--- config.mk ---
export PLATFORM = sky130hd
export DESIGN_NAME = jacobi_sample_driver
export DESIGN_NICKNAME = d
export VERILOG_FILES = /design/src/rtl/jacobi_sample_driver.sv
export SDC_FILE = /design/constraint.sdc
export NUM_CORES = 1
export LEC_CHECK = 0
export BUFFER_PORTS_ARGS = -buffer_cell sky130_fd_sc_hd__buf_4
export CORE_UTILIZATION = 50
export DETAILED_ROUTE_END_ITERATION = 7
export PLACE_DENSITY_LB_ADDON = 0.1
export SETUP_SLACK_MARGIN = 0.1
export SLEW_MARGIN = 10
export SYNTH_ARGS = -nofsm -noshare
export SYNTH_HDL_FRONTEND = slang
export SYNTH_SLANG_ARGS = --single-unit
export TNS_END_PERCENT = 100
--- constraint.sdc ---
create_clock -name clk -period 10.2 [get_ports clk]
set_input_delay 1.53 -clock clk [delete_from_list [all_inputs] [get_ports clk]]
set_output_delay 1.53 -clock clk [all_outputs]
set_load 0.02 [all_outputs]
--- src/rtl/jacobi_sample_driver.sv ---
// Per-sample sequencer around the jacobi solver: builds b from a scaled
// audio sample, runs one solve, and returns one saturated node voltage.
module jacobi_sample_driver #(
    parameter int SIZE         = 3,
    parameter int PRECISION    = 16,
    parameter int POINT        = 7,
    parameter int SAMPLE_WIDTH = 16,
    parameter int OUT_NODE     = 0
) (
    input  logic                                   clk,
    input  logic                                   I_RSTn,
    input  logic signed [SAMPLE_WIDTH-1:0]         sample_in,
    input  logic                                   sample_valid,
    input  logic signed [PRECISION+POINT-1:0]      in_gain [SIZE],
    output logic signed [PRECISION+POINT-1:0]      b [SIZE],
    output logic                                   start,
    input  logic                                   ready,
    input  logic signed [PRECISION+POINT-1:0]      x [SIZE],
    output logic signed [SAMPLE_WIDTH-1:0]         sample_out,
    output logic                                   sample_out_valid,
    output logic                                   busy,
    output logic                                   overrun
);

    localparam int W  = PRECISION + POINT;
    localparam int PW = W + SAMPLE_WIDTH;
    localparam int EW = (W > SAMPLE_WIDTH ? W : SAMPLE_WIDTH) + 1;
    localparam int IW = (SIZE > 1) ? $clog2(SIZE) : 1;

    localparam logic [2:0] S_IDLE   = 3'd0;
    localparam logic [2:0] S_BUILD  = 3'd1;
    localparam logic [2:0] S_START  = 3'd2;
    localparam logic [2:0] S_SETTLE = 3'd3;
    localparam logic [2:0] S_WAIT   = 3'd4;
    localparam logic [2:0] S_OUTPUT = 3'd5;

    localparam logic signed [EW-1:0] SMAX = EW'({(SAMPLE_WIDTH-1){1'b1}});
    localparam logic signed [EW-1:0] SMIN = ~SMAX;

    logic [2:0]                     r_state;
    logic [IW-1:0]                  r_idx;
    logic signed [SAMPLE_WIDTH-1:0] r_sample;

    logic signed [PW-1:0]           w_prod;
    logic                           w_bovf;
    logic signed [W-1:0]            w_bsat;
    logic signed [W-1:0]            w_shift;
    logic signed [EW-1:0]           w_ext;
    logic signed [SAMPLE_WIDTH-1:0] w_osat;
    logic                           w_unused;

    // Single shared multiplier; the product already has POINT fraction bits.
    assign w_prod = PW'(in_gain[r_idx]) * PW'(r_sample);
    assign w_bovf = ~(&w_prod[PW-1:W-1]) & (|w_prod[PW-1:W-1]);
    assign w_bsat = w_bovf ? {w_prod[PW-1], {(W-1){~w_prod[PW-1]}}}
                           : w_prod[W-1:0];

    assign w_shift = x[OUT_NODE] >>> POINT;
    assign w_ext   = EW'(w_shift);
    assign w_osat  = (w_ext > SMAX) ? SMAX[SAMPLE_WIDTH-1:0] :
                     (w_ext < SMIN) ? SMIN[SAMPLE_WIDTH-1:0] :
                                      w_ext[SAMPLE_WIDTH-1:0];

    always_comb begin
        w_unused = 1'b0;
        for (int i = 0; i < SIZE; i++) begin
            w_unused = w_unused ^ (^x[i]);
        end
    end

    assign busy = (r_state != S_IDLE);

    always_ff @(posedge clk) begin
        if (!I_RSTn) begin
            r_state          <= S_IDLE;
            r_idx            <= '0;
            r_sample         <= '0;
            start            <= 1'b0;
            sample_out       <= '0;
            sample_out_valid <= 1'b0;
            overrun          <= 1'b0;
            for (int i = 0; i < SIZE; i++) begin
                b[i] <= '0;
            end
        end else begin
            start            <= 1'b0;
            sample_out_valid <= 1'b0;
            if (sample_valid && r_state != S_IDLE) begin
                overrun <= 1'b1;
            end
            case (r_state)
                S_IDLE: begin
                    if (sample_valid) begin
                        r_sample <= sample_in;
                        r_idx    <= '0;
                        r_state  <= S_BUILD;
                    end
                end
                S_BUILD: begin
                    b[r_idx] <= w_bsat;
                    if (r_idx == IW'(SIZE - 1)) begin
                        start   <= 1'b1;
                        r_state <= S_START;
                    end else begin
                        r_idx <= r_idx + 1'b1;
                    end
                end
                S_START:  r_state <= S_SETTLE;
                // ready may still be high from the previous solve here
                S_SETTLE: r_state <= S_WAIT;
                S_WAIT: begin
                    if (ready) begin
                        sample_out       <= w_osat;
                        sample_out_valid <= 1'b1;
                        r_state          <= S_OUTPUT;
                    end
                end
                S_OUTPUT: r_state <= S_IDLE;
                default:  r_state <= S_IDLE;
            endcase
        end
    end

endmodule

==> flow_results.org <==
** Timing
- Headroom to the max-slew limit came out at 19.5%.
- Highest clock rate :: 109 MHz
- Setup_tns :: 0 ns
- Transition time at the pin with the least slew margin :: 1.21 ns
- Across the routed clock network, the largest skew measured is 0.0176 ns.
- The smallest clock period supported by the final layout is computed as 9.13 ns.
- RSZ-0062 raised after global routing :: false
- Setup violations remaining at the end of the flow were counted as 0.
- Number of hold violations in the final report :: 0
- The final number of max-transition violations came to 0.
- Dividing the final minimum period by the clock period gives 89.5%.

** Floorplan
- Floorplan core area :: 35800 um^2
- Once the floorplan was initialized, standard cells occupied 51.3% of the core.
- The die is 194 um tall.
- DIE WIDTH :: 194 um
- Num ports :: 247
- Total Die Area :: 37500 um^2
- Std cell rows :: 69

** Clocking
- After clock tree synthesis, the setup repair step added 0 buffers.
- The number of hold buffers added after CTS was 0.
- Clock sink count :: 109
- In this run the clock root is driven by a sky130_fd_sc_hd__clkbuf_16.
- Insertion delay to the later sink of the worst-skew pair :: 0.37 ns
- After clock tree synthesis, the clock-pin slew on the worst setup and hold paths is 0.07 ns.
- Buffers from clock root to sink, at most :: 2
- Deepest level of the CTS H-tree :: 3
- Total CTS buffers :: 9
- TritonCTS built the clock tree.
- PostCTS Resize Cnt :: 0

** Synth
- Summed over all instances, the cell type with the most area after synthesis is sky130_fd_sc_hd__fa_1.
- Top cell types by occurrence after synthesis :: 425 x sky130_fd_sc_hd__inv_1, 360 x sky130_fd_sc_hd__fa_1, 338 x sky130_fd_sc_hd__nand2_1
- Most frequently used cell type in the post-synthesis netlist :: sky130_fd_sc_hd__inv_1
- The top cell type by area accounts for 39.2% of the synthesized area.
- Top area cells in the synthesized netlist :: sky130_fd_sc_hd__fa_1 39%, sky130_fd_sc_hd__dfxtp_1 12%, sky130_fd_sc_hd__inv_1 8.7%, sky130_fd_sc_hd__nand2_1 6.9%, sky130_fd_sc_hd__ha_1 6.7%
- Warnings, synthesis :: 0
- Area of the mapped netlist :: 18400 um^2
- Synth async-reset ratio :: 0%
- Synthesis produced a netlist whose cell count is 2113.
- Flip-flop cell with the highest count after synthesis :: sky130_fd_sc_hd__dfxtp_1
- After synthesis, the netlist uses 73 different library cells.
- Post-Synthesis Mean Instance Area :: 8.69 um^2
- Counting flops and latches in the post-synthesis netlist gives 109.
- Syn_nets :: 2730
- After synthesis, flip-flops and latches occupy 11.9% of the total area.
- Post-synth EDFFs :: 0

** Route
- Detail-routed net length per standard cell :: 17.3 um
- After detailed routing, the number of vias per cell comes to 5.30.
- Residual DRC count :: 0
- The detailed router finished its first iteration with 832 violations.
- Pre-antenna DRT Iters :: 5
- For this block, the via count after detailed routing is 14.4k.
- For this block, the routed nets add up to 47.0 mm of wire.
- The count of nets left with antenna violations once routing finished came out at 0.

** Worst setup path
- On the worst path, the slowest cell contributes a delay of 0.93 ns.
- Along the worst path, the maximum fanout reaches 19.
- Data arrival time at the worst-slack endpoint :: 9.36 ns
- By startpoint and endpoint, the worst setup path is classified as reg2reg.
- Data on the critical path is required at its endpoint by 10.43 ns.
- Worst path slowest cell :: sky130_fd_sc_hd__nor2_2
- Nature of the critical path startpoint :: flip-flop
- Crit end category :: flip-flop

** Final layout
- In the final layout, the multi-input gates occupy 14100 um^2.
- 0 antenna diodes ended up in the layout.
- Counting the fill cells in the layout gives 3245.
- Final standard cell count with taps included and fillers excluded :: 2713
- Growth of design area from synthesis to finish :: 11.8%
- Final core occ :: 57.3%
- Area of all sequential standard cells :: 2180 um^2
- Of the cells placed in the final design, the portion with a size suffix greater than 1 is 12.8%.
- The final layout contains 2865 nets.

** Global route
- The initial antenna violation count is 0.
- Aggregate global-route resource usage :: 26.5%
- After global routing the overflow that remains totals 0.
- The first global-routing pass estimated 79.2 mm of wire.
- Vias in the first global route :: 15.0k
- Entering global routing, the biggest net connects 112 pins.

** Placement
- DP Cell Count :: 2698
- IO Port Bufs :: 193
- Detail Placement HPWL :: 38.3 mm
- GP Congestion :: 0.909

** Outcome
- The run finished with clean final reports.

** Min path
- The min-delay analysis places its worst path in the category reg2reg.

** Pwr
- Pwr Density :: 244 nW/um^2
- For this design the static power due to leakage is 0.0100 uW.
- Worst IR Drop VDD :: 0.245 mV

** Flow run
- The tool flagged a number of max-cap violations equal to 0.
-- power breakdown --
part	internal, uW	switching [uW]	leakage [uW]
sequential	465	44.2	0.000885
clock	195	174	0.000150
combinational	1510	2610	0.00896
-- critical path, delay by kind of cell, from the launching register on --
family | cells | cell delay, ns
AO/OA/AOI/OAI | 7 | 1.86
adder cells (fa/ha/maj) | 7 | 3.38
buffers and inverters | 9 | 1.25
flip-flops | 1 | 0.34
XOR/XNOR | 1 | 0.33
AND/OR/NAND/NOR | 6 | 1.80
-- placed cells by master, fill, tap and decap left out, types with 10 or more instances in the layout --
master	n
sky130_fd_sc_hd__nor3_1	10
sky130_fd_sc_hd__o31ai_1	15
sky130_fd_sc_hd__ha_1	99
sky130_fd_sc_hd__xor2_1	10
sky130_fd_sc_hd__nand2_1	338
sky130_fd_sc_hd__nand3_1	27
sky130_fd_sc_hd__a21o_1	12
sky130_fd_sc_hd__a21boi_0	34
sky130_fd_sc_hd__a21oi_1	85
sky130_fd_sc_hd__o21ai_1	25
sky130_fd_sc_hd__nor2_1	38
sky130_fd_sc_hd__mux2i_1	23
sky130_fd_sc_hd__buf_4	233
sky130_fd_sc_hd__and2_1	150
sky130_fd_sc_hd__inv_1	425
sky130_fd_sc_hd__fa_1	360
sky130_fd_sc_hd__a211oi_1	10
sky130_fd_sc_hd__o21ai_0	93
sky130_fd_sc_hd__xnor2_1	26
sky130_fd_sc_hd__dfxtp_1	108
-- routing by layer --
metal | routed length [um] | global-route usage, %
met1 | 20600 | 36.5
met2 | 22500 | 43.9
met3 | 2810 | 4.14
met4 | 998 | 5.96
met5 | 0 | 0
-- kinds of logic after synthesis --
group	after synthesis	synth area share [%]
muxes	23	1.25
and+or+nand+nor	618	16.1
AOI/OAI and AO/OA	332	11.7
buffers and inverters	535	11.3
adders and majority gates	459	46.0
xor gates and xnor gates	37	1.76
DFF	109	11.9
-- worst paths after layout --
kind                          startpoint                          end  slack, ns  depth (start not counted)
max                r_idx[1]$_SDFFE_PN0P_           b[24]$_SDFFE_PN0P_       1.07                         30
min          sample_out[13]$_SDFFE_PN0P_  sample_out[13]$_SDFFE_PN0P_       0.47                          2
max reg2reg        r_idx[1]$_SDFFE_PN0P_           b[24]$_SDFFE_PN0P_       1.07                         30
min reg2reg  sample_out[13]$_SDFFE_PN0P_  sample_out[13]$_SDFFE_PN0P_       0.47                          2
-- state kept, by name, summed over array words and instances, names as in the netlist --
register and cells:
b 69, overrun 1, r_idx 2, r_sample 16, r_state 3, sample_out 16
sample_out_valid 1, start 1
-- per-stage QoR --
step	instance area, um^2	setup slack (ns)	hold WS, ns	total power, uW
after floorplan	18400	1.76	0.479	3590
after global placement	20200	0.906	0.454	4570
after detailed placement	20200	0.860	0.459	4600
after CTS	20500	1.04	0.469	5010
after global routing	20500	0.523	0.489	5560
final	20500	1.07	0.468	5000
-- cell type report --
type	instances	share of cell area, %
sequential	109	10.6
inverter	426	7.79
tap	461	2.81
multi-input combinational	1469	68.8
clock buffer	9	1.10
timing repair buffer	233	8.52
clock inverter	6	0.384
(Power assumes the default switching activity.)
